**src/rtl/pipe_ctrl_pkg.sv**
```systemverilog
`default_nettype none
// ============================================================================
// Module : pipe_ctrl_pkg
// Brief  : Shared types for the pipeline hazard/sequencing control slice.
// Rev    : 1.0 - initial release
// ============================================================================
package pipe_ctrl_pkg;

  typedef enum logic [1:0] {
    RUN      = 2'd0,
    MEM_WAIT = 2'd1,
    SQUASH   = 2'd2
  } hz_state_e;

  localparam logic [4:0] REG_ZERO = 5'd0;

  typedef struct packed {
    logic we;
    logic flush;
  } stage_ctrl_t;

endpackage
`default_nettype wire

```
**src/rtl/hazard_detect.sv**
```systemverilog
`default_nettype none
// ============================================================================
// Module : hazard_detect
// Brief  : Combinational load-use comparator between ID sources and ID/EX dest.
// Rev    : 1.0 - initial release
// ============================================================================
module hazard_detect
  import pipe_ctrl_pkg::*;
(
  input  logic [4:0] id_rs,
  input  logic [4:0] id_rt,
  input  logic       id_uses_rt,
  input  logic       idex_mem_read,
  input  logic [4:0] idex_wn,
  output logic       ldu
);

  logic w_rs_hit;
  logic w_rt_hit;

  assign w_rs_hit = (idex_wn == id_rs);
  assign w_rt_hit = id_uses_rt & (idex_wn == id_rt);
  // $0 is hardwired, so a load targeting it never produces a real dependency
  assign ldu      = idex_mem_read & (idex_wn != REG_ZERO) & (w_rs_hit | w_rt_hit);

endmodule
`default_nettype wire

```
**src/rtl/pipe_hazard_ctrl.sv**
```systemverilog
`default_nettype none
// ============================================================================
// Module : pipe_hazard_ctrl
// Brief  : PC / stage-register enable and flush sequencer for the 5-stage pipe.
//          Optional perf counters enabled by defining HAZARD_PERF_CNT_EN.
// Rev    : 1.0 - initial release
// ============================================================================
module pipe_hazard_ctrl
  import pipe_ctrl_pkg::*;
#(
  parameter int FLUSH_CYCLES = 1,
  parameter int MEM_TIMEOUT  = 16,
  parameter int CNT_W        = 32
) (
  input  logic             clk,
  input  logic             rst_n,
  input  logic [4:0]       id_rs,
  input  logic [4:0]       id_rt,
  input  logic             id_uses_rt,
  input  logic             idex_mem_read,
  input  logic [4:0]       idex_wn,
  input  logic             exmem_branch,
  input  logic             exmem_zero,
  input  logic             exmem_jump,
  input  logic             exmem_mem_req,
  input  logic             mem_ready,
  output logic             pc_we,
  output logic             ifid_we,
  output logic             ifid_flush,
  output logic             idex_we,
  output logic             idex_flush,
  output logic             exmem_we,
  output logic             exmem_flush,
  output logic             memwb_we,
  output logic             pc_sel_tgt,
  output logic             mem_err
`ifdef HAZARD_PERF_CNT_EN
  ,
  output logic [CNT_W-1:0] stall_cnt,
  output logic [CNT_W-1:0] flush_cnt,
  output logic [CNT_W-1:0] wait_cnt
`endif
);

  localparam int               WAIT_W        = $clog2(MEM_TIMEOUT + 1);
  localparam logic [WAIT_W-1:0] c_wait_max   = WAIT_W'(MEM_TIMEOUT);
  localparam logic [2:0]       c_sq_load     = 3'(FLUSH_CYCLES - 1);
  localparam bit               c_use_squash  = (FLUSH_CYCLES > 1);

  generate
    if (FLUSH_CYCLES < 1 || FLUSH_CYCLES > 7) begin : g_bad_flush_cycles
      $error("pipe_hazard_ctrl: FLUSH_CYCLES must be 1..7");
    end
    if (MEM_TIMEOUT < 2 || MEM_TIMEOUT > 255) begin : g_bad_mem_timeout
      $error("pipe_hazard_ctrl: MEM_TIMEOUT must be 2..255");
    end
    if (CNT_W < 1) begin : g_bad_cnt_w
      $error("pipe_hazard_ctrl: CNT_W must be positive");
    end
  endgenerate

  hz_state_e         r_state;
  hz_state_e         w_state_nxt;
  logic [2:0]        r_sq_cnt;
  logic [2:0]        w_sq_nxt;
  logic [WAIT_W-1:0] r_wait_cnt;
  logic [WAIT_W-1:0] w_wait_nxt;
  logic              r_mem_err;

  logic        w_ldu;
  logic        w_redirect;
  logic        w_mwait;
  logic        w_in_squash;
  logic        w_do_redirect;
  logic        w_do_ldu;
  logic        w_squash_hold;
  logic        w_pc_we;
  logic        w_memwb_we;
  stage_ctrl_t w_ifid;
  stage_ctrl_t w_idex;
  stage_ctrl_t w_exmem;

  hazard_detect u_hazard_detect (
    .id_rs         (id_rs),
    .id_rt         (id_rt),
    .id_uses_rt    (id_uses_rt),
    .idex_mem_read (idex_mem_read),
    .idex_wn       (idex_wn),
    .ldu           (w_ldu)
  );

  assign w_redirect  = exmem_jump | (exmem_branch & exmem_zero);
  assign w_mwait     = exmem_mem_req & ~mem_ready;
  assign w_in_squash = (r_state == SQUASH);

  // mwait beats redirect beats ldu; while squashing, ID holds a flushed NOP
  assign w_do_redirect = ~w_mwait & w_redirect;
  assign w_do_ldu      = ~w_mwait & ~w_redirect & ~w_in_squash & w_ldu;
  assign w_squash_hold = ~w_mwait & ~w_redirect & w_in_squash;

  always_comb begin
    w_pc_we       = ~w_mwait & ~w_do_ldu;
    w_ifid.we     = ~w_mwait & ~w_do_ldu;
    w_ifid.flush  = w_do_redirect | w_squash_hold;
    w_idex.we     = ~w_mwait;
    w_idex.flush  = w_do_redirect | w_do_ldu;
    w_exmem.we    = ~w_mwait;
    w_exmem.flush = w_do_redirect;
    w_memwb_we    = ~w_mwait;

    w_state_nxt = RUN;
    w_sq_nxt    = '0;
    w_wait_nxt  = '0;
    if (w_mwait) begin
      w_state_nxt = MEM_WAIT;
      if (r_state == MEM_WAIT) begin
        w_wait_nxt = (r_wait_cnt == c_wait_max) ? r_wait_cnt : r_wait_cnt + WAIT_W'(1);
      end else begin
        w_wait_nxt = WAIT_W'(1);
      end
    end else if (w_redirect && c_use_squash) begin
      w_state_nxt = SQUASH;
      w_sq_nxt    = c_sq_load;
    end else if (w_in_squash) begin
      w_sq_nxt    = r_sq_cnt - 3'd1;
      w_state_nxt = (r_sq_cnt > 3'd1) ? SQUASH : RUN;
    end
  end

  // Reset forces the safe control pattern combinationally, without waiting for a clock
  assign pc_we       = rst_n & w_pc_we;
  assign ifid_we     = rst_n & w_ifid.we;
  assign ifid_flush  = ~rst_n | w_ifid.flush;
  assign idex_we     = rst_n & w_idex.we;
  assign idex_flush  = ~rst_n | w_idex.flush;
  assign exmem_we    = rst_n & w_exmem.we;
  assign exmem_flush = ~rst_n | w_exmem.flush;
  assign memwb_we    = rst_n & w_memwb_we;
  assign pc_sel_tgt  = rst_n & w_do_redirect;
  assign mem_err     = r_mem_err;

  always_ff @(posedge clk or negedge rst_n) begin
    if (!rst_n) begin
      r_state    <= RUN;
      r_sq_cnt   <= '0;
      r_wait_cnt <= '0;
      r_mem_err  <= 1'b0;
    end else begin
      r_state    <= w_state_nxt;
      r_sq_cnt   <= w_sq_nxt;
      r_wait_cnt <= w_wait_nxt;
      if (w_mwait && (w_wait_nxt == c_wait_max)) begin
        r_mem_err <= 1'b1;
      end
    end
  end

`ifdef HAZARD_PERF_CNT_EN
  logic [CNT_W-1:0] r_stall_cnt;
  logic [CNT_W-1:0] r_flush_cnt;
  logic [CNT_W-1:0] r_wait_ev_cnt;

  always_ff @(posedge clk or negedge rst_n) begin
    if (!rst_n) begin
      r_stall_cnt   <= '0;
      r_flush_cnt   <= '0;
      r_wait_ev_cnt <= '0;
    end else begin
      if (w_do_ldu)      r_stall_cnt   <= r_stall_cnt + CNT_W'(1);
      if (w_do_redirect) r_flush_cnt   <= r_flush_cnt + CNT_W'(1);
      if (w_mwait)       r_wait_ev_cnt <= r_wait_ev_cnt + CNT_W'(1);
    end
  end

  assign stall_cnt = r_stall_cnt;
  assign flush_cnt = r_flush_cnt;
  assign wait_cnt  = r_wait_ev_cnt;
`endif

endmodule
`default_nettype wire

```
**config.mk**
```make
export PLATFORM = sky130hd
export DESIGN_NAME = pipe_hazard_ctrl
export DESIGN_NICKNAME = d
export VERILOG_FILES = /design/src/rtl/pipe_ctrl_pkg.sv /design/src/rtl/hazard_detect.sv /design/src/rtl/pipe_hazard_ctrl.sv
export SDC_FILE = /design/constraint.sdc
export NUM_CORES = 1
export LEC_CHECK = 0
export ABC_AREA = 1
export CAP_MARGIN = 20
export CORE_MARGIN = 2
export CORE_UTILIZATION = 43
export CTS_BUF_LIST = sky130_fd_sc_hd__clkbuf_4 sky130_fd_sc_hd__clkbuf_8 sky130_fd_sc_hd__clkbuf_16
export DETAILED_ROUTE_END_ITERATION = 16
export GPL_TIMING_DRIVEN = 0
export PLACE_DENSITY = 0.78
export SETUP_SLACK_MARGIN = 0.5
export SKIP_LAST_GASP = 1
export SYNTH_ARGS = -nofsm -noshare
export SYNTH_HDL_FRONTEND = slang
export SYNTH_SLANG_ARGS = --single-unit
```
**constraint.sdc**
```tcl
create_clock -name clk -period 1.7 [get_ports clk]
set_input_delay 0.425 -clock clk [delete_from_list [all_inputs] [get_ports clk]]
set_output_delay 0.425 -clock clk [all_outputs]
set_load 0.05 [all_outputs]
```
Yosys cells after proc, flatten, opt, wreduce, memory -nomap -nowiden:

Index checks and enable logic that the tools add are counted.

* flip-flop bits (word level): 11
* latch bits: 0
* memory bits (writable): 0
* bits in read-only memories: 0
* input bits: 24
* output and inout port bits: 10
* logic and storage cells: 50
* memories kept: 0

* $add $sub $neg: 2
* multiply operators: 0
* div/mod/pow operators: 0
* magnitude comparators: 1
* equal/unequal tests: 6
* shift-type cells: 0
* multiplexer cells: 8
* bitwise logic cells: 27
* reduce and logical (&&, ||, !) cells: 2

Operator list (count)
* 2-to-1 mux 5 bit: 3
* AND 1 bit: 14
* equality test 5 bit: 2
* equality test 5 bit, second input constant: 2
* OR 1 bit: 7
* 2-to-1 mux 2 bit: 3
* 2-to-1 mux 3 bit: 2
* inverter 1 bit: 6
* adder 5 x 1 -> 5 bit, second input constant: 1
* nonzero test 5 bit: 1
* greater-than comparator 3 x 1 -> 1 bit, second input constant: 1
* subtractor 3 x 1 -> 3 bit, second input constant: 1
* equality test 2 x 1 -> 1 bit, second input constant: 1
* equality test 2 bit, second input constant: 1
* logical AND 1 bit: 1

Depth between registers and ports, before layout:

Gate-level depths: netlist of the first run.

* depth after elaboration: 9
* mapped depth: 10
* depth with buffers taken out: 10

Modules after synthesis:

A second synthesis of the first run with hierarchy kept.

* cells, all modules: 134
* area total of the unflattened synthesis: 872.1 um^2

Modules (own cells, without submodules)
* pipe_hazard_ctrl: instances 1, cells an instance 82, area an instance 665.6 um^2, seq. area each 275.3 um^2
* hazard_detect: instances 1, cells an instance 52, area an instance 206.4 um^2, seq. area each 0.0 um^2

Least setup slack after synthesis of the first run:

Ideal clock, no wire load.

* path kind: input to output
* from: in mem_ready
* to: out pc_we
* arrival: 2.997 ns
* required time: 1.275 ns
* slack: -1.722 ns
* stages: 6
* buffers on the path: 1
* cells stage by stage: inv_1 -> nand2_4 -> inv_2 -> nor2_1 -> a21boi_0 -> buf_4

* longest elaborated chain between the ends: 9

RTL lines
* start, declared: line pipe_hazard_ctrl.sv:26 `input logic mem_ready,`
* inverter 1 bit *: line pipe_hazard_ctrl.sv:93 `assign w_mwait = exmem_mem_req & ~mem_ready;`
* AND 1 bit *: line pipe_hazard_ctrl.sv:93
* net w_mwait: line pipe_hazard_ctrl.sv:72 `logic w_mwait;`
* inverter 1 bit *
* AND 1 bit (3 in series): line pipe_hazard_ctrl.sv:98 `assign w_do_ldu = ~w_mwait & ~w_redirect & ~w_in_squash & w_ldu;`
* inverter 1 bit
* AND 1 bit * (2 in series)
* end, declared: line pipe_hazard_ctrl.sv:27 `output logic pc_we,`

Mark *: on every way through the listed nets, which the timed path passes. The rest lies on a longest branch.

Worst setup path in the final report of the first run:

* from: in idex_wn[3]
* to: out pc_we

* longest elaborated chain between the ends: 8
* elaborated cells between the ends (all ways): 11
* classes of those cells: 2 x eq/ne; 8 x bitwise; 1 x reduce/logical

RTL lines
* start, declared: line pipe_hazard_ctrl.sv:21 `input logic [4:0] idex_wn,`
* equality test 5 bit: line hazard_detect.sv:22 `assign w_rt_hit = id_uses_rt & (idex_wn == id_rt);`
* AND 1 bit: line hazard_detect.sv:22
* OR 1 bit: line hazard_detect.sv:24 `assign ldu = idex_mem_read & (idex_wn != REG_ZERO) & (w_rs_hit | w_rt_hit);`
* AND 1 bit *: line hazard_detect.sv:24
* AND 1 bit *: line pipe_hazard_ctrl.sv:98
* inverter 1 bit *: line pipe_hazard_ctrl.sv:102 `w_pc_we = ~w_mwait & ~w_do_ldu;`
* AND 1 bit *: line pipe_hazard_ctrl.sv:102
* AND 1 bit *: line pipe_hazard_ctrl.sv:131 `assign pc_we = rst_n & w_pc_we;`

Mark *: on every way between the ends. The rest lies on a longest branch, timed or not.

==> results.json, run 1 <==
{
  "ys_ff_latch": 11,
  "synth.top_cell.area_share_pct": 30.9,
  "startpoint": "idex_wn[3]",
  "r2r-start": "r_state[1]",
  "antenna_found_initial": 0,
  "core_mm2": 0.00196,
  "numCtsBuffers": 3,
  "totalWireLength_mm": 2.97,
  "die_w_um": 49.5,
  "start_util_pct": 45.4,
  "ys_types": 21,
  "nets": 222,
  "synth_nets": 164,
  "met2_usage_pct": 42.3,
  "grt_overflow": 0,
  "crit_required_ns": 1.27,
  "vias": 1040,
  "die-area_mm2": 0.00245,
  "synth_area_um2": 891,
  "cap_viol_max_count": 0,
  "setup_ws_ns": -0.0979,
  "final_common_cell": "nand2_1",
  "cts.reportedPaths.clkPinSlew_ns": 0.07,
  "grt_max_degree": 13,
  "viasPerCell": 4.73,
  "hpwl_mm": 1.77,
  "rsz0062_at_grt": "true",
  "slew_headroom_pct": 85.1,
  "ir_worst_vdd_mv": 0.766,
  "yosys_warnings": 0,
  "postPlaceCellArea_mm2": 0.00133,
  "ios": 34,
  "fin_crit_ns": 1.80,
  "crit_fanout": 3,
  "cp-start-kind": "input pin",
  "fmax_mhz": 556,
  "final_cell_mix": "30 x nand2_1, 18 x buf_4, 16 x inv_1, 16 x buf_6, 12 x nor2_1",
  "busiest_layer": "met2",
  "worst_slew_pin_slew_ns": 0.223,
  "synth_area_leaders": "dfrtp_1 31%, nand2_1 18%, inv_1 13%, nor2_1 6.7%, ha_1 5.6%",
  "met3_usage_pct": 4.24,
  "cts-root-buf": "clkbuf_4",
  "grtUsageMet1_pct": 23.8,
  "fp.dieH_um": 49.5,
  "stdcell_area_mm2": 0.00167,
  "timing.rr.end": "mem_err",
  "arrival_ns": 1.37,
  "r2r_cells": 10,
  "run_status": "complete, but fails checks",
  "end_kind": "primary output",
  "grtUsageTotal_pct": 21.8,
  "cts_sinks": 11,
  "ys_seq_area_share_pct": 30.9,
  "finalHoldViolCount": 0,
  "syn_avg_cell_area_um2": 6.55,
  "first_global_vias": 1020,
  "crit_type": "in -> out",
  "wl_per_cell_um": 13.5,
  "dr.pass1.iters": 5,
  "skew_ns": 0.00346,
  "htreeDepth": 1,
  "layout-drive-gt1-share_pct": 56.0,
  "place_congestion": 0.724,
  "fp-row-count": 16,
  "min_period_over_period_pct": 106,
  "cts_tree": "built",
  "syn2layout_area_growth_pct": 87.5,
  "violations": "setup timing",
  "critPathCapture": "pc_we",
  "p_leak_uw": 0.000869,
  "clk_path_buf_depth": 2,
  "min-delay-path-class": "in -> async",
  "postRouteAntennaNets": 0,
  "ff2ff_setup_slack_ns": 0.32,
  "slew_viol_final": 0,
  "grt_first_pass_wirelength_mm": 4.20,
  "clock_latency_ns": 0.26,
  "synthCells": 136,
  "synth_top_area_cell": "dfrtp_1",
  "dr.first_iter.drc_count": 19,
  "setup_viol": 3,
  "powerDensity_mw_per_mm2": 466,
  "io_buffers": 33,
  "drc": 0,
  "dp_slack_ns": -1.53,
  "antenna_cells": 0
}
==> per-layer routing <==
layer,share of wire (%),up-vias,wire length (µm)
met5,0,-,0
met1,36,486,1080
met3,4.2,6,126
met4,1.3,0,40
met2,58,34,1730
li1,-,514,-
==> area by class of cell <==
class,count,area (µm²)
Sequential cell,11,275
Inverter,32,145
Multi-Input combinational cell,90,643
Tap cell,27,33.8
Timing Repair Buffer,53,509
Clock buffer,4,30.0
Buffer,3,33.8
Fill cell,111,292
==> what timing repair did <==
action | 4_1_cts | 5_1_grt
setup endpoints to repair | 20 | 13
gates cloned | 0 | 0
pin swaps | 35 | 24
resized for setup | 190 | 36
hold buffers | 0 | 0
setup buffers | 13 | 7
==> flip-flops by register name, indices dropped and copies added, names as in the netlist <==
signal / flops
r_sq_cnt: 3
mem_err: 1
r_wait_cnt: 5
r_state: 2
==> through the flow <==
stage | util, % | power, µW | cells | hold WS (ns) | TNS (ns)
detailed placement | 67.9 | 512 | 196 | 0.454 | -11.97
global route | 85.1 | 810 | 220 | 0.0821 | -0.404
floorplan | - | 406 | 136 | 0.129 | -0.326
global placement | 67.9 | 507 | 196 | 0.448 | -11.63
finish | 85.1 | 778 | 220 | 0.0718 | -0.214
CTS | 77.7 | 739 | 213 | 0.0799 | -0.244
==> worst min-delay path by stage <==
stage | startpoint | end | slack [ns] | cells past startpoint
after floorplan | rst_n | mem_err | 0.13 | 0
after global placement | r_sq_cnt[0] | r_sq_cnt[0] | 0.45 | 1
after detailed placement | mem_err | mem_err | 0.45 | 2
after CTS | rst_n | r_sq_cnt[0] | 0.08 | 2
after global routing | rst_n | r_state[1] | 0.08 | 2
final | rst_n | r_state[1] | 0.07 | 2
==> synthesized netlist by cell type <==
| cell | count |
|---|---|
| nand3b_1 | 1 |
| nand4_1 | 2 |
| xnor2_1 | 2 |
| a21oi_1 | 2 |
| nand2_4 | 1 |
| nand3_1 | 6 |
| buf_4 | 3 |
| dfrtp_1 | 11 |
| nand2_2 | 2 |
| nand2_1 | 42 |
| xor2_1 | 1 |
| nor2_2 | 2 |
| nor2_4 | 3 |
| inv_1 | 31 |
| nand3_2 | 3 |
| nor2_1 | 16 |
| ha_1 | 4 |
| inv_2 | 1 |
| or2_1 | 1 |
| nor3_1 | 1 |
| a21boi_0 | 1 |
==> power by group <==
group / switching [µW] / internal, µW / leakage [µW] / total, µW
logic: 168 / 152 / 0.000704 / 320
clock network: 84.6 / 107 / 0.0000184 / 191
registers: 3.08 / 264 / 0.000146 / 267
==> critical path, stage by stage <==
cell and delay (ns):
buf_4 0.13, inv_4 0.07, nand3_4 0.07, nor3_4 0.19, nor2_4 0.08, a21boi_4 0.17
buf_6 0.11, buf_8 0.13
==> cells by family after synthesis <==
kind of cell / count (synthesis) / synth area share, %
simple gates: 80 / 42.6
buf+inv: 35 / 16.0
flops: 11 / 30.9
fa+ha+maj: 4 / 5.62
compound gates: 3 / 1.97
xor+xnor: 3 / 2.95
No activity file was read; power rests on OpenSTA's default activity.
==> run 2: changes to the inputs <==
--- a/config.mk
+++ b/config.mk
@@ -7,11 +7,12 @@
 export LEC_CHECK = 0
 export ABC_AREA = 1
 export CAP_MARGIN = 20
-export CORE_MARGIN = 2
+export CORE_MARGIN = 4
 export CORE_UTILIZATION = 43
 export CTS_BUF_LIST = sky130_fd_sc_hd__clkbuf_4 sky130_fd_sc_hd__clkbuf_8 sky130_fd_sc_hd__clkbuf_16
 export DETAILED_ROUTE_END_ITERATION = 16
 export GPL_TIMING_DRIVEN = 0
+export HOLD_SLACK_MARGIN = 0.02
 export PLACE_DENSITY = 0.78
 export SETUP_SLACK_MARGIN = 0.5
 export SKIP_LAST_GASP = 1
==> run 2 against run 1 <==
Effect of this change:
- critical path type unchanged
- cell count decreased by 2.3%
- the flow still finishes with violations (setup timing)
- first-iteration DRC count is 26% lower
- non-clock buffer count is 5 lower
- clock skew decreased by 0.0025 ns
- hold slack better by 0.40 ns
- global-route usage decreased by 2.5 points
- flip-flop and latch count unchanged
- die area up 17%
- critical path depth did not move
- count of clock-buffer cells in the layout unchanged
- maximum frequency down 2.0%
==> results.json, run 2 (synthesized netlist as in run 1, its figures left out) <==
{
  "run_status": "complete, but fails checks",
  "crit_type": "in -> out",
  "fin_crit_ns": 1.84,
  "fp-row-count": 16,
  "ir_worst_vdd_mv": 0.588,
  "finalPower_uw": 787,
  "final_cell_count_no_fill": 215,
  "rsz0062_at_grt": "true",
  "totalWireLength_mm": 3.00,
  "crit_chain": "buf_6 > inv_2 > nand3_2 > nor3_4 > nor2_4 > a21boi_4 > buf_6 > buf_8",
  "largest_register_ffs": 5,
  "crit_fanout": 3,
  "finalHoldViolCount": 0,
  "crit_path_frequent_cell": "buf_6",
  "worst_slew_pin_slew_ns": 0.516,
  "hpwl_mm": 1.80,
  "fill_cells": 127,
  "die_w_um": 53.5,
  "violations": "setup timing",
  "cap_viol_max_count": 0,
  "grt_overflow": 0,
  "grtUsageTotal_pct": 19.3,
  "viasPerCell": 4.73,
  "min_period_over_period_pct": 108,
  "min-delay-path-class": "reg -> reg",
  "nets": 217,
  "crit_required_ns": 1.27,
  "numCtsBuffers": 3,
  "cp_top_family": "buffers and inverters",
  "final_common_cell": "nand2_1",
  "start_util_pct": 45.4,
  "dr.first_iter.drc_count": 14,
  "cts-root-buf": "clkbuf_4",
  "fmax_mhz": 545,
  "skew_ns": 0.000928,
  "p_leak_uw": 0.000842,
  "grt_first_pass_wirelength_mm": 4.06,
  "end_kind": "primary output",
  "cts.reportedPaths.clkPinSlew_ns": 0.07,
  "fin_tns_setup_ns": -0.309,
  "top_regs": "r_wait_cnt x5, r_sq_cnt x3, r_state x2",
  "fp.dieH_um": 53.5,
  "syn2layout_area_growth_pct": 81.2,
  "final_cell_mix": "32 x nand2_1, 21 x inv_1, 16 x buf_6",
  "place_inst": 196,
  "slew_headroom_pct": 65.5,
  "setup_ws_ns": -0.135,
  "io_buffers": 33,
  "path_buf_inv": 4,
  "slowest_stage": "nor3_4",
  "clk_path_buf_depth": 2,
  "place_congestion": 0.754,
  "postRouteAntennaNets": 0,
  "vias": 1016,
  "antenna_found_initial": 0,
  "wl_per_cell_um": 13.9,
  "cts_sinks": 11,
  "max_stage_delay_ns": 0.20,
  "top_register": "r_wait_cnt",
  "arrival_ns": 1.41,
  "post-route-util_pct": 82.3,
  "slew_viol_final": 0,
  "htreeDepth": 1,
  "first_global_vias": 965,
  "ios": 34,
  "antenna_cells": 0,
  "powerDensity_mw_per_mm2": 488,
  "cp-start-kind": "input pin",
  "grt_max_degree": 12,
  "layout-drive-gt1-share_pct": 50.5,
  "dr.pass1.iters": 4,
  "setup_viol": 3,
  "clock_latency_ns": 0.27,
  "cts_tree": "built",
  "core_mm2": 0.00196,
  "drc": 0,
  "die-area_mm2": 0.00286
}
==> run 2: cell count changes in the layout (fill, tap and decap cells not counted), moves of 2 or more <==
cell and change:
inv_1 +5, inv_2 -4, nand2_1 +2, buf_4 -6
==> run 2: cell type report <==
class	count	area [µm²]	share of cell area, %
repair buffers	48	479	29.7
plain buffers	3	33.8	2.09
multi-input cells	90	618	38.3
flip-flops and latches	11	277	17.1
inverters	32	143	8.84
well taps	27	33.8	2.09
clock buffers	4	30.0	1.86
==> run 2: worst paths after layout <==
kind / from / slack (ns) / cells after the start / to
min reg2reg: r_sq_cnt[0] / 0.47 / 1 / r_sq_cnt[0]
min in group asynchronous: rst_n / 0.65 / 2 / r_sq_cnt[1]
max: idex_wn[2] / -0.14 / 8 / pc_we
max in group asynchronous: rst_n / 0.68 / 2 / r_wait_cnt[0]
max reg2reg: r_wait_cnt[1] / 0.39 / 10 / mem_err
min: r_sq_cnt[0] / 0.47 / 1 / r_sq_cnt[0]
==> run 2: per-layer routing <==
metal  global-route usage [%]  up-vias  share of wire [%]
met2                     38.8       22                 56
met4                     5.11        0                2.3
li1                         -      501                  -
met3                     2.54        6                3.3
met1                     20.3      487                 38
met5                        0        -                  0
==> run 2: power breakdown <==
group	switching (µW)	internal, µW	total (µW)
clock network	98.6	107	206
registers	3.01	264	267
logic	165	149	314
total	267	520	787
==> run 2: metrics by stage <==
step	cell area [µm²]	hold slack [ns]	setup slack, ns
after global routing	1610	0.495	-0.181
after detailed placement	1330	0.450	-1.54
after CTS	1530	0.470	-0.108
after floorplan	967	0.129	-0.274
final	1610	0.469	-0.135
after global placement	1330	0.445	-1.49
==> run 2: worst reg2reg max path: cells and delay by family (launching register included) <==
kind          cells  cell delay, ns
flops             1            0.42
simple gates      7            0.49
buf+inv           2            0.19
fa+ha+maj         1            0.15
==> run 2: repair_timing <==
action	CTS	global route
pin swaps	37	21
hold buffers	1	0
endpoints found under the hold margin	11	0
cloned	0	0
resized for setup	196	19
setup endpoints to repair	20	13
setup buffers	8	6
==> run 3: changes to the inputs <==
--- a/config.mk
+++ b/config.mk
@@ -13,7 +13,7 @@
 export DETAILED_ROUTE_END_ITERATION = 16
 export GPL_TIMING_DRIVEN = 0
 export HOLD_SLACK_MARGIN = 0.02
-export PLACE_DENSITY = 0.78
+export PLACE_DENSITY = 0.83
 export SETUP_SLACK_MARGIN = 0.5
 export SKIP_LAST_GASP = 1
 export SYNTH_ARGS = -nofsm -noshare
==> run 3 against run 2 <==
Effect of this change:
- the run still ends with setup timing left
- via count increased by 0.39%
- hold slack got worse by 0.40 ns
- first-iteration DRC count increased by 79%
- non-clock buffer count decreased by 1
- largest power group unchanged
- cell count decreased by 0.47%
- highest routed layer unchanged
- largest cell class unchanged
- core utilization decreased by 0.96 points
- critical path type unchanged
- register-to-register slack about the same
- routed wire length decreased by 6.3%
- die area unchanged
==> results.json, run 3 (synthesized netlist as in run 1, its figures left out) <==
{
  "violations": "setup timing",
  "p_leak_uw": 0.000831,
  "crit_fanout": 3,
  "cts_sinks": 11,
  "fin_crit_ns": 1.88,
  "grt_overflow": 0,
  "finalHoldViolCount": 0,
  "r2r-start": "r_state[1]",
  "viasPerCell": 4.77,
  "fp.dieH_um": 53.5,
  "io_buffers": 33,
  "cts.reportedPaths.clkPinSlew_ns": 0.07,
  "final_common_cell": "nand2_1",
  "top_register": "r_wait_cnt",
  "multi_input_area_um2": 623,
  "end_kind": "primary output",
  "postRouteAntennaNets": 0,
  "hpwl_mm": 1.82,
  "die_w_um": 53.5,
  "grt_max_degree": 13,
  "fill_cells": 130,
  "slew_viol_final": 0,
  "setup_ws_ns": -0.182,
  "ios": 34,
  "regArea_um2": 275,
  "dr.pass1.iters": 4,
  "syn2layout_area_growth_pct": 79.1,
  "drc": 0,
  "skew_ns": 0.00423,
  "antenna_cells": 0,
  "min-delay-path-class": "in -> async",
  "vias": 1020,
  "cap_viol_max_count": 0,
  "totalWireLength_mm": 2.81,
  "core_mm2": 0.00196,
  "r2r_cells": 9,
  "clk_path_buf_depth": 2,
  "grtUsageTotal_pct": 20.3,
  "largest_register_ffs": 5,
  "finalPower_uw": 765,
  "cp-start-kind": "input pin",
  "crit_required_ns": 1.27,
  "grt_first_pass_wirelength_mm": 4.22,
  "wl_per_cell_um": 13.1,
  "htreeDepth": 1,
  "worst_slew_pin_slew_ns": 0.262,
  "arrival_ns": 1.46,
  "antenna_found_initial": 0,
  "fp-row-count": 16,
  "startpoint": "idex_wn[4]",
  "place_congestion": 0.740,
  "ir_worst_vdd_mv": 0.518,
  "cts-root-buf": "clkbuf_4",
  "powerDensity_mw_per_mm2": 479,
  "top_regs": "r_wait_cnt x5, r_sq_cnt x3, r_state x2",
  "layout-drive-gt1-share_pct": 48.7,
  "run_status": "complete, but fails checks",
  "dr.first_iter.drc_count": 25,
  "fmax_mhz": 531,
  "numCtsBuffers": 3,
  "clock_latency_ns": 0.27,
  "start_util_pct": 45.4,
  "nets": 216,
  "setup_viol": 3,
  "slew_headroom_pct": 82.5,
  "min_period_over_period_pct": 111,
  "rsz0062_at_grt": "true",
  "die-area_mm2": 0.00286,
  "ctsHoldBuffers": 0,
  "first_global_vias": 1003,
  "cts_tree": "built",
  "post-route-util_pct": 81.3,
  "crit_type": "in -> out",
  "final_cell_mix": "32 x nand2_1, 21 x inv_1, 15 x buf_4"
}
-- run 3: worst paths after layout --
check / end / slack [ns]
worst max-delay path: pc_we / -0.18
worst min-delay path: r_wait_cnt[3] / 0.07
worst max register to register: mem_err / 0.40
worst min register to register: r_sq_cnt[0] / 0.46
max in group asynchronous: r_sq_cnt[0] / 1.47
min in group clk: r_sq_cnt[0] / 0.46
-- run 3: area by class of cell --
class	count	share of cell area (%)
Timing Repair Buffer	47	28.5
Buffer	3	2.12
Inverter	32	9.10
Tap cell	27	2.12
Multi-Input combinational cell	90	39.1
Sequential cell	11	17.3
Clock buffer	4	1.88
-- run 3: metrics by stage --
step | cells | setup TNS (ns) | worst slack, ns | hold WS, ns | area, µm²
detailed placement | 196 | -12.06 | -1.55 | 0.453 | 1330
finish | 214 | -0.464 | -0.182 | 0.0724 | 1600
CTS | 210 | -0.581 | -0.168 | 0.0643 | 1540
global route | 214 | -0.641 | -0.223 | 0.0593 | 1600
floorplan | 136 | -0.326 | -0.274 | 0.129 | 967
global placement | 196 | -11.73 | -1.51 | 0.445 | 1330
-- run 3: where the power goes --
part	switching (µW)	internal, µW
clock	85.1	107
combinational	163	143
sequential	3.24	264
-- run 3: worst max-delay path: stages --
cell      delay (ns)
buf_4           0.13
inv_4           0.07
nand3_4         0.08
nor3_4          0.24
nor2_4          0.08
a21boi_4        0.18
buf_6           0.12
buf_8           0.13
-- run 3: what timing repair did --
action                                  4_1_cts  5_1_grt
buffers inserted                             10        4
resized for setup                           167       31
pin swaps                                    29       20
endpoints found under the setup margin       20       12
-- run 3: routing by layer --
metal	GRT usage, %	wire, µm	vias up
met3	3.94	152	10
met2	37.6	1570	38
met1	21.1	1010	469
li1	-	-	503
met5	0	0	-
met4	11.1	72	0
